$ cat config.mk
export PLATFORM = sky130hd
export DESIGN_NAME = spi_pixel_rx_fifo_flat
export DESIGN_NICKNAME = d
export VERILOG_FILES = /design/src/rtl/spi_pixel_rx_fifo_if.sv /design/src/rtl/spi_pixel_rx_fifo.sv /design/src/flat_wrapper.sv
export SDC_FILE = /design/constraint.sdc
export NUM_CORES = 1
export LEC_CHECK = 0
export BUFFER_PORTS_ARGS = -buffer_cell sky130_fd_sc_hd__buf_2
export CAP_MARGIN = 15
export CORE_AREA = 10 10 143 178
export DETAILED_ROUTE_END_ITERATION = 7
export DIE_AREA = 0 0 153 188
export GPL_TIMING_DRIVEN = 0
export PLACE_DENSITY = 0.65
export SYNTH_ARGS = -nofsm -noshare
export SYNTH_HDL_FRONTEND = slang
export SYNTH_SLANG_ARGS = --single-unit
$ cat constraint.sdc
create_clock -name clk -period 11.87 [get_ports clk]
set_clock_uncertainty 0.15 [all_clocks]
set_input_delay 2.374 -clock clk [delete_from_list [all_inputs] [get_ports clk]]
set_output_delay 2.374 -clock clk [all_outputs]
set_load 0.005 [all_outputs]
$ cat src/rtl/spi_pixel_rx_fifo_if.sv
// ----------------------------------------------------------------------------
// spi_pixel_rx_fifo_if
// Pixel stream handshake between the SPI pixel receiver and its consumer.
//   pixel_data  : head word of the receive FIFO
//   pixel_first : head word is the first pixel of a chip-select frame
//   pixel_valid : FIFO non-empty
//   pixel_ready : consumer takes the head when pixel_valid & pixel_ready
// master = receiver side, slave = consumer side.
// ----------------------------------------------------------------------------
interface spi_pixel_rx_fifo_if #(
   parameter int BITS_PER_PIXEL = 24
);
   logic [BITS_PER_PIXEL-1:0] pixel_data;
   logic                      pixel_first;
   logic                      pixel_valid;
   logic                      pixel_ready;

   modport master (
      output pixel_data,
      output pixel_first,
      output pixel_valid,
      input  pixel_ready
   );

   modport slave (
      input  pixel_data,
      input  pixel_first,
      input  pixel_valid,
      output pixel_ready
   );
endinterface

$ cat src/rtl/spi_pixel_rx_fifo.sv
// ----------------------------------------------------------------------------
// spi_pixel_rx_fifo
// SPI pixel receiver running entirely in the system clock domain. The SPI
// pins are oversampled, MSB-first pixels are assembled inside chip-select
// frames and completed pixels are queued in a small FIFO.
// Ports:
//   clk, reset     : system clock, synchronous active-high reset
//   spi_clk        : asynchronous SPI clock from host
//   spi_mosi       : asynchronous SPI data
//   spi_cs_n       : asynchronous chip select, active low
//   px             : pixel stream (data / first / valid / ready)
//   overflow       : sticky, a completed pixel was dropped on a full FIFO
//   partial_error  : sticky, CS rose with an incomplete pixel pending
// ----------------------------------------------------------------------------
module spi_pixel_rx_fifo #(
   parameter int BITS_PER_PIXEL = 24,
   parameter int FIFO_DEPTH     = 8,
   parameter int SAMPLE_EDGE    = 0
) (
   input  logic                        clk,
   input  logic                        reset,
   input  logic                        spi_clk,
   input  logic                        spi_mosi,
   input  logic                        spi_cs_n,
   spi_pixel_rx_fifo_if.master         px,
   output logic                        overflow,
   output logic                        partial_error
);
   localparam int W    = BITS_PER_PIXEL;
   localparam int AW   = $clog2(FIFO_DEPTH);
   localparam int CW   = AW + 1;
   localparam int CNTW = $clog2(BITS_PER_PIXEL);
   localparam logic            SE   = (SAMPLE_EDGE != 0);
   localparam logic [CNTW-1:0] LAST = CNTW'(BITS_PER_PIXEL - 1);

   // ---------------- synchronisers ----------------
   // [0] first stage, [1] second stage, [2] edge-detect history
   logic [2:0] r_sclk_s;
   logic [2:0] r_cs_s;
   logic [1:0] r_mosi_s;

   always_ff @(posedge clk) begin
      if (reset) begin
         r_sclk_s <= {3{SE}};
         r_cs_s   <= 3'b111;
         r_mosi_s <= 2'b00;
      end else begin
         r_sclk_s <= {r_sclk_s[1:0], spi_clk};
         r_cs_s   <= {r_cs_s[1:0], spi_cs_n};
         r_mosi_s <= {r_mosi_s[0], spi_mosi};
      end
   end

   logic w_sclk_edge, w_strobe, w_cs_rise;
   // mosi stage [1] lines up with the spi_clk stage [1] that shows the edge
   assign w_sclk_edge = SE ? (~r_sclk_s[1] &  r_sclk_s[2])
                           : ( r_sclk_s[1] & ~r_sclk_s[2]);
   assign w_strobe    = w_sclk_edge & ~r_cs_s[1];
   assign w_cs_rise   = r_cs_s[1] & ~r_cs_s[2];

   // ---------------- pixel assembly ----------------
   logic [W-1:0]    r_shift;
   logic [CNTW-1:0] r_cnt;
   logic            r_first;
   logic            r_push;
   logic            r_push_first;

   // r_shift holds the completed word during the r_push cycle: the spi_clk
   // period constraint keeps the next strobe at least 4 cycles away.
   always_ff @(posedge clk) begin
      if (reset) begin
         r_shift       <= '0;
         r_cnt         <= '0;
         r_first       <= 1'b1;
         r_push        <= 1'b0;
         r_push_first  <= 1'b0;
         partial_error <= 1'b0;
      end else begin
         r_push <= 1'b0;
         if (w_strobe) begin
            r_shift <= {r_shift[W-2:0], r_mosi_s[1]};
            if (r_cnt == LAST) begin
               r_cnt        <= '0;
               r_push       <= 1'b1;
               r_push_first <= r_first;
               r_first      <= 1'b0;
            end else begin
               r_cnt <= r_cnt + CNTW'(1);
            end
         end else if (w_cs_rise) begin
            // end of frame: drop any incomplete pixel, next word opens a frame
            r_cnt   <= '0;
            r_first <= 1'b1;
            if (r_cnt != '0) partial_error <= 1'b1;
         end
      end
   end

   // ---------------- FIFO ----------------
   logic [W:0]    r_mem [FIFO_DEPTH];
   logic [AW-1:0] r_wptr, r_rptr;
   logic [CW-1:0] r_count;
   logic          r_valid;

   logic          w_full, w_pop, w_wr;
   logic [CW-1:0] w_cnt_next;
   logic [W:0]    w_head;

   assign w_full     = (r_count == CW'(FIFO_DEPTH));
   assign w_pop      = r_valid & px.pixel_ready;
   // a pop in the same cycle frees the slot, so a full FIFO still accepts
   assign w_wr       = r_push & (~w_full | w_pop);
   assign w_cnt_next = r_count + CW'(w_wr) - CW'(w_pop);

   always_ff @(posedge clk) begin
      if (reset) begin
         r_wptr   <= '0;
         r_rptr   <= '0;
         r_count  <= '0;
         r_valid  <= 1'b0;
         overflow <= 1'b0;
      end else begin
         if (w_wr)  r_wptr <= r_wptr + AW'(1);
         if (w_pop) r_rptr <= r_rptr + AW'(1);
         r_count <= w_cnt_next;
         r_valid <= (w_cnt_next != '0);
         if (r_push && w_full && !w_pop) overflow <= 1'b1;
      end
   end

   always_ff @(posedge clk) begin
      if (!reset && w_wr) r_mem[r_wptr] <= {r_push_first, r_shift};
   end

   // storage is not cleared on reset, so gate the head with valid
   assign w_head         = r_mem[r_rptr];
   assign px.pixel_data  = r_valid ? w_head[W-1:0] : '0;
   assign px.pixel_first = r_valid & w_head[W];
   assign px.pixel_valid = r_valid;

endmodule

$ cat src/flat_wrapper.sv
// flat-port wrapper written by rule: the top's interface ports become plain ports
module spi_pixel_rx_fifo_flat 
#(
   parameter int BITS_PER_PIXEL = 24,
   parameter int FIFO_DEPTH     = 8,
   parameter int SAMPLE_EDGE    = 0
)
  (clk, reset, spi_clk, spi_mosi, spi_cs_n, overflow, partial_error, px_pixel_data, px_pixel_first, px_pixel_valid, px_pixel_ready);
  spi_pixel_rx_fifo_if #(.BITS_PER_PIXEL(BITS_PER_PIXEL)) px_i ();
  input  logic clk;
  input  logic reset;
  input  logic spi_clk;
  input  logic spi_mosi;
  input  logic spi_cs_n;
  output logic overflow;
  output logic partial_error;
  output wire logic [$bits(px_i.pixel_data)-1:0] px_pixel_data;
  output wire logic [$bits(px_i.pixel_first)-1:0] px_pixel_first;
  output wire logic [$bits(px_i.pixel_valid)-1:0] px_pixel_valid;
  input wire logic [$bits(px_i.pixel_ready)-1:0] px_pixel_ready;
  assign px_pixel_data = px_i.pixel_data;
  assign px_pixel_first = px_i.pixel_first;
  assign px_pixel_valid = px_i.pixel_valid;
  assign px_i.pixel_ready = px_pixel_ready;
  spi_pixel_rx_fifo #(.BITS_PER_PIXEL(BITS_PER_PIXEL), .FIFO_DEPTH(FIFO_DEPTH), .SAMPLE_EDGE(SAMPLE_EDGE)) u_core (.clk(clk), .reset(reset), .spi_clk(spi_clk), .spi_mosi(spi_mosi), .spi_cs_n(spi_cs_n), .px(px_i), .overflow(overflow), .partial_error(partial_error));
endmodule
* After elaboration in Yosys (flattened, before gate mapping) *
Memories as Yosys holds them, arrays and structs flattened. A register that Yosys moved wholly into a read port is not among the register bits.
Cells that the tools add are included.

word-level totals
  input port bits = 6
  register bits = 53
  output and inout bits = 28
  memories = 1
  logic and storage cells = 59
  RAM bits = 200

memory list
  name          depth  bits a word  read ports  clocked after memory_dff  write ports  RTL line                  source
  u_core.r_mem  8      25           1           1                         1            spi_pixel_rx_fifo.sv:100  logic [W:0] r_mem [FIFO_DEPTH];

operators by class
  bitwise gates (word level) = 12
  add/subtract/negate cells = 5
  muxes and demuxes = 12
  reductions and logical operators = 12
  eq/ne operators = 3

operators with widths
  cell                                          number
  2-to-1 mux 24 bit                             1
  2-to-1 mux 5 bit                              3
  adder 3 x 1 -> 3 bit, second input constant   2
  AND 1 bit                                     6
  2-to-1 mux 1 bit                              6
  2-to-1 mux 3 bit                              2
  adder 5 x 1 -> 5 bit, second input constant   1
  equality test 5 bit, second input constant    1
  NOT 1 bit                                     5
  nonzero test 5 bit                            1
  adder 4 x 1 -> 4 bit                          1
  equality test 4 bit, second input constant    1
  AND reduction 2 bit                           2
  nonzero test 4 bit                            1
  subtractor 4 x 1 -> 4 bit                     1
  logical AND 1 bit                             3
  AND reduction 3 bit                           1
  zero test 1 bit                               2
  inequality test 2 bit, second input constant  1
  nonzero test 2 bit                            1
  OR reduction 2 bit                            1
  bitwise OR 1 bit                              1

* Longest topological paths before layout *
Gate-level depths: netlist of the first run.

  depth after elaboration = 7
  gate-level depth with buffers = 10
  mapped depth without buffers = 10

* Worst setup path after synthesis of the first run *
Ideal clock, no wire load.

  kind = input to register
  start point = in px_pixel_ready
  end point = mem u_core.r_mem[1][0] in the netlist's numbering (enable)
  stages on the path = 3
  buffers on the path = 0
  arrival = 5.114 ns
  setup slack = 6.135 ns
  setup time = 0.470 ns
  data required time = 11.250 ns
  cell sequence = a21o_1 o21ai_1 nor4_1

on the way
  cells in the longest elaborated chain, start to end = 6

ends and longest elaborated chain
  element                                 RTL line                  source
  from (decl)                             flat_wrapper.sv:20        input wire logic [$bits(px_i.pixel_ready)-1:0] px_pixel_ready;
  AND 1 bit                               spi_pixel_rx_fifo.sv:110  assign w_pop = r_valid & px.pixel_ready;
  bitwise OR 1 bit                        spi_pixel_rx_fifo.sv:112  assign w_wr = r_push & (~w_full | w_pop);
  AND 1 bit                               spi_pixel_rx_fifo.sv:112
  logical AND 1 bit                       spi_pixel_rx_fifo.sv:132  if (!reset && w_wr) r_mem[r_wptr] <= {r_push_first, r_shift};
  2-to-1 mux 1 bit                        spi_pixel_rx_fifo.sv:132
  2-to-1 mux 1 bit (not written as such)  spi_pixel_rx_fifo.sv:132
  to (decl)                               spi_pixel_rx_fifo.sv:100

Every way passes these cells.

* Worst setup path after layout of the first run *
  start point = reg u_core.r_valid (netlist: u_core.px.pixel_valid)
  end point = out px_pixel_data[3]

on the way
  cells in the longest elaborated chain, start to end = 1

ends and longest elaborated chain
  element                 RTL line                  source
  from (decl)             spi_pixel_rx_fifo.sv:103  logic r_valid;
  from (signal assigned)  spi_pixel_rx_fifo.sv:126  r_valid <= (w_cnt_next != '0);
  2-to-1 mux 24 bit       spi_pixel_rx_fifo.sv:137  assign px.pixel_data = r_valid ? w_head[W-1:0] : '0;
  to (decl)               flat_wrapper.sv:17        output wire logic [$bits(px_i.pixel_data)-1:0] px_pixel_data;

Every way passes these cells.

==> results of run 1 <==
report_power, final:
group | leakage, nW | switching [W] | internal [W]
sequential | 2.31 | 0.00000773 | 0.000964
clock | 0.422 | 0.000315 | 0.000483
combinational | 1.06 | 0.000139 | 0.000139
critical path: stages, from the launching register on:
cell,delay (ps)
dfxtp_1,440
nor2b_1,160
buf_1,360
clkbuf_1,540
a22o_1,290
buf_2,140
logic make-up after synthesis:
family | count (synthesis) | share of synthesized area, %
XOR/XNOR | 4 | 0.361
adder cells (fa/ha/maj) | 10 | 1.37
flip-flops | 256 | 73.4
AO/OA/AOI/OAI | 72 | 4.99
multiplexers | 55 | 12.2
buffers and inverters | 42 | 1.79
AND/OR/NAND/NOR | 115 | 5.95
flip-flops by register name (all words and copies together), names as in the netlist, 2 cells and up, named ones only:
| register | count |
|---|---|
| u_core.r_cs_s | 3 |
| u_core.r_shift | 24 |
| u_core.r_mem | 200 |
| u_core.r_count | 4 |
| u_core.r_cnt | 5 |
| u_core.r_sclk_s | 3 |
| u_core.r_wptr | 3 |
| u_core.r_mosi_s | 2 |
| u_core.r_rptr | 3 |
cell type report:
type | count | area (um^2) | area share [%]
plain buffers | 32 | 136 | 1.21
clock buffers | 40 | 805 | 7.12
clock inverters | 4 | 45.0 | 0.398
inverters | 10 | 37.5 | 0.332
multi-input cells | 256 | 2450 | 21.7
flip-flops and latches | 256 | 7130 | 63.0
well taps | 283 | 354 | 3.13
repair buffers | 53 | 352 | 3.11
worst max path at each step:
stage | to | cells past startpoint
after floorplan | u_core.r_mem[1][0] | 3
after global placement | u_core.r_mem[1][13] | 4
after detailed placement | u_core.px.pixel_valid | 9
after CTS | px_pixel_data[3] | 5
after global routing | px_pixel_data[3] | 5
final | px_pixel_data[3] | 5
metrics by stage:
| stage | utilization (%) | power [W] | setup slack, ps |
|---|---|---|---|
| after detailed placement | 47.6 | 0.00128 | 6390 |
| after global placement | 46.5 | 0.00127 | 3370 |
| after global routing | 51.4 | 0.00212 | 6740 |
| after floorplan | - | 0.00119 | 6140 |
| after CTS | 51.4 | 0.00207 | 6820 |
| final | 51.4 | 0.00205 | 6890 |
Yosys cell counts (2+ instances only):
master	n	area [um^2]
buf_4	3	22.5
nor3_1	4	20.0
nand4b_1	2	17.5
and2_1	2	12.5
nor4_1	5	31.3
nand2_1	51	191
a211oi_1	3	22.5
mux4_2	50	1130
xor2_1	3	26.3
clkbuf_1	21	78.8
a22o_1	25	219
nand3_1	9	45.0
mux2i_1	4	40.0
dfxtp_1	56	1120
nor2b_1	11	68.8
ha_1	9	113
edfxtp_1	200	6010
buf_1	4	15.0
a21oi_1	32	160
and3_1	2	12.5
a21o_1	2	15.0
nand2b_1	6	37.5
nor2_1	10	37.5
or4_1	2	15.0
or2_2	4	25.0
inv_1	10	37.5
o21ai_0	4	20.0
buf_2	4	20.0
per-layer routing:
| layer | part of all wire (%) | vias to the layer above |
|---|---|---|
| met5 | 0 | - |
| met4 | 1.7 | 0 |
| met3 | 4.4 | 25 |
| met2 | 53 | 126 |
| met1 | 41 | 2604 |
| li1 | - | 2326 |
==> metrics, run 1 <==
run status=finished, final reports clean; post-layout min period=about 5000 ps; top_reg_cell synth=edfxtp_1; first-pass GRT wire length=just over 30 mm; Async S/R FF share, synth=0%; initial core utilization=44.2%; Syn Area/Cell=17.5 um^2; CP Class=flop to output port; pin count of the biggest net entering global routing=26; R2R Path End=u_core.px.pixel_valid; nets@finish=649; DRC=0; GR Util All Layers=13.3%; Cells after DPL=890; final hold vios=0; Cell Area, Synth=9710 um^2; Layout Cells excl Fill=934; Die Wd=153 um; vias=5,081; Peak VDD IR=0.128 mV; CTS Hold Buffers Added=0; reg-to-reg slack, setup=8500 ps; TritonCTS buffer count=24; drt wl/cell=21.1 um; vias per cell=5.44; setup TNS=0 ps; Longest Clk Path Bufs=3; sequential share of the synthesized area=73.4%; CTS H-tree lvls=1; ANT cells=0; CP Capture Type=output port; highest clock rate=between 200 and 250 MHz; fin crit share=a little over two fifths; WL final=19.7 mm; Final Max Tran Viols=0; Pleak=3.78 nW; reg2reg path depth=10; fill cell count=1,800; most frequent cells in the layout=edfxtp_1, dfxtp_1, nand2_1; Yosys warning count=0; die area=28,800 um^2; Worst Hold End=u_core.r_cs_s[1]; commonest non-fill, non-tap cell in the layout=edfxtp_1; crit path max fanout=10; initial antenna violation count=0; hpwl dp=13.1 mm; GRT Max-Usage Layer=met2; CTS clk-pin slew, worst paths=approximately 60 ps; Tightest Pin Transition=941 ps; layout cell share with drive strength beyond 1=approximately a quarter; Min Hold Slack=272 ps; synthesis-stage register bit count=256; worst endpoint required time=9350 ps; IO Port Bufs=32; crit start category=flop; Reg-to-Reg Start=u_core.r_count[2]; number of global-route vias before repair=5,404; Worst Path Arrival=2460 ps; Congestion Overflow GR=0; DR pass1 iterations=6; Synth cell types=44; relative slew slack=36.8%; unrepaired setup endpoints after global routing=no; P per Cell Area=181 nW/um^2; gpl congestion=0.728; Die Ht=188 um; # setup viols final=0; GR Util met1=15.9%; # resized after CTS=0; grt met2 use=24.4%; Cells after Synth=approximately 550; CTS sink cnt=around 260; maxcap violations=0; fin area=11,300 um^2; # rows=61; Post-CTS Setup Bufs=0; Hold Path Stages=1; net count after synthesis=570; Worst Setup SP=u_core.px.pixel_valid; hold_sp=u_core.r_cs_s[0]; remaining antenna violation count=0; CTS Root Cell=clkbuf_16; num ports=34; Worst Hold Class=flop to flop; drt first-iter violations=just under 400; clk_lat worst skew=510 ps; CTS tree=yes; number of flops mapped to enable cells by yosys=200; routing usage on met3=roughly 1.9%; Area Overhead vs Synth=16.4%; CORE AREA=22,000 um^2; Post-DP Area=roughly 10,000 um^2
No activity file was read; power rests on OpenSTA's default activity.
==> inputs of run 2 (changes only) <==
--- a/config.mk
+++ b/config.mk
@@ -11,7 +11,7 @@
 export DETAILED_ROUTE_END_ITERATION = 7
 export DIE_AREA = 0 0 153 188
 export GPL_TIMING_DRIVEN = 0
-export PLACE_DENSITY = 0.65
+export PLACE_DENSITY = 0.67
 export SYNTH_ARGS = -nofsm -noshare
 export SYNTH_HDL_FRONTEND = slang
 export SYNTH_SLANG_ARGS = --single-unit
==> constraint.sdc (replaced) <==
create_clock -name clk -period 4.15 [get_ports clk]
set_clock_uncertainty 0.15 [all_clocks]
set_input_delay 0.83 -clock clk [delete_from_list [all_inputs] [get_ports clk]]
set_output_delay 0.83 -clock clk [all_outputs]
set_load 0.005 [all_outputs]
==> run 2 against run 1 <==
Via count up 0.49%; highest routed layer unchanged; clock power rose to 2.9 times the previous value; global-route usage down 0.085 points; sequential share of layout area down 0.063 points; critical path depth up 5; first-iteration DRC count down 6.9%; register-to-register slack worse by 7800 ps; non-clock buffer count up 1; cell area about the same; final cell count up 0.11%.
==> metrics, run 2 (synthesis gave the netlist of run 1 again) <==
final hold vios=0 (unchanged); Pleak=3.78 nW (-0.13%); Critical Path, Cell by Cell=inv_1 -> ha_1 -> nand2b_1 -> o21ai_1 -> inv_1 -> ha_1 -> fa_1 -> or3b_2 -> a211oi_1 -> a211oi_1; pin count of the biggest net entering global routing=26 (unchanged); wire length on met3=912 um (+6.0%); Worst Setup SP=u_core.r_count[2]; Peak VDD IR=0.419 mV (+230%); CP Depth=10 (+5); initial core utilization=44.2% (unchanged); Reg-to-Reg Start=u_core.r_count[2]; largest registers=u_core.r_mem (200), u_core.r_shift (24), u_core.r_cnt (5); pre-CTS setup slack=196 ps (-6200 ps); met2 routed WL=10.2 mm (-2.6%); remaining antenna violation count=0 (unchanged); worst endpoint required time=4360 ps (-4990 ps); run status=finished, final reports clean; P per Cell Area=521 nW/um^2 (+190%); hold_sp=u_core.r_cs_s[0]; CP Capture Type=flop; Tightest Pin Transition=893 ps (-47.5 ps); first-pass GRT wire length=30.8 mm (+0.54%); Die Ht=188 um (unchanged); CTS sink cnt=256 (unchanged); wl on met1=7.95 mm (-1.3%); # resized after CTS=0 (unchanged); ANT cells=0 (unchanged); # setup viols final=0 (unchanged); gpl congestion=0.749 (+2.9%); Longest Clk Path Bufs=3 (unchanged); num ports=34 (unchanged); commonest non-fill, non-tap cell in the layout=edfxtp_1; IO Port Bufs=32 (unchanged); Hold Path Stages=1 (unchanged); highest clock rate=286 MHz; die area=28,800 um^2 (unchanged); CP top delay family=adder cells; Final Max Tran Viols=0 (unchanged); slowest CP cell=o21ai_1; CTS Root Cell=clkbuf_16; Die Wd=153 um (unchanged); crit path max fanout=7 (-3); clk_lat worst skew=500 ps (about the same); Final Power=0.00589 W (+190%); crit start category=flop; number of global-route vias before repair=5,479 (+1.4%); # rows=61 (unchanged); CTS tree=yes; Congestion Overflow GR=0 (unchanged); initial antenna violation count=0 (unchanged); Worst Path Arrival=3700 ps (+1240 ps); CTS Hold Buffers Added=0 (unchanged); Worst Hold Class=flop to flop; DR pass1 iterations=5 (-1); layout cell share with drive strength beyond 1=25.8% (+0.27 points); drt first-iter violations=362 (-6.9%); Area Overhead vs Synth=16.5% (about the same); DRC=0 (unchanged); reg2reg path depth=10 (unchanged); vias=5,106 (+0.49%); drt wl/cell=20.9 um (-0.95%); relative slew slack=40.0% (+3.2 points); maxcap violations=0 (unchanged); fin crit share=between 80% and 90%; Post-CTS Setup Bufs=0 (unchanged); most frequent cells in the layout=edfxtp_1, dfxtp_1, nand2_1; vias per cell=5.46 (+0.38%); WL final=19.5 mm (-0.85%); GR Util All Layers=13.2% (-0.085 points); Critical Path Max Stage Delay=570 ps (+30 ps); CORE AREA=22,000 um^2 (unchanged); CTS H-tree lvls=1 (unchanged); unrepaired setup endpoints after global routing=no; nets@finish=650 (+0.15%); hpwl dp=13.0 mm (-0.73%); TritonCTS buffer count=24 (unchanged); Buf+Inv Stages, Crit Path=2 (-1); Top Metal Used=met4; max FFs per register=200 (unchanged); most flop-heavy register=u_core.r_mem; post-layout min period=around 3500 ps; CP Class=flop to flop; Final Worst Setup Slack=658 ps (-6230 ps); CTS clk-pin slew, worst paths=60 ps (about the same)
-- run 2: cell types whose count changed in the layout (fill, tap and decap cells not counted) --
cell        previous run  this run
inv_6                  0         1
clkbuf_1              26        25
clkbuf_16             27        25
bufinv_16              1         4
clkinv_2               3         4
clkbuf_8               8         3
clkinvlp_4             0         3
buf_4                 15        16
-- run 2: worst paths after layout --
path	endpoint	slack [ps]
setup reg to reg	u_core.px.pixel_valid	660
setup / recovery	u_core.px.pixel_valid	660
hold / removal	u_core.r_cs_s[1]	270
hold reg to reg	u_core.r_cs_s[1]	270
-- run 2: area by class of cell --
cell class	count	area [um^2]
fill	1775	10700
inverter	10	37.5
timing repair buffer	54	359
sequential	256	7130
multi-input combinational	256	2450
buffer	32	136
clock inverter	12	171
clock buffer	32	682
tap	283	354
-- run 2: where the power goes --
part           switching (W)  internal, W
sequential         0.0000223      0.00276
combinational       0.000399     0.000398
clock               0.000907      0.00141
total                0.00133      0.00456
-- run 2: through the flow --
stage	area, um^2	hold slack [ps]	utilization [%]	TNS [ps]	std cells
2_1_floorplan	9710	239	-	-4090	554
3_3_place_gp	10200	249	46.5	-325470	869
3_5_place_dp	10500	252	47.6	0	891
4_1_cts	11300	270	51.5	0	935
5_1_grt	11300	283	51.5	0	935
6_report	11300	266	51.5	0	935
-- run 2: metal layers --
layer / track usage, % / up-vias
li1: - / 2329
met4: 4.30 / 0
met5: 0 / -
met3: 1.95 / 33
met2: 23.6 / 136
met1: 16.0 / 2608
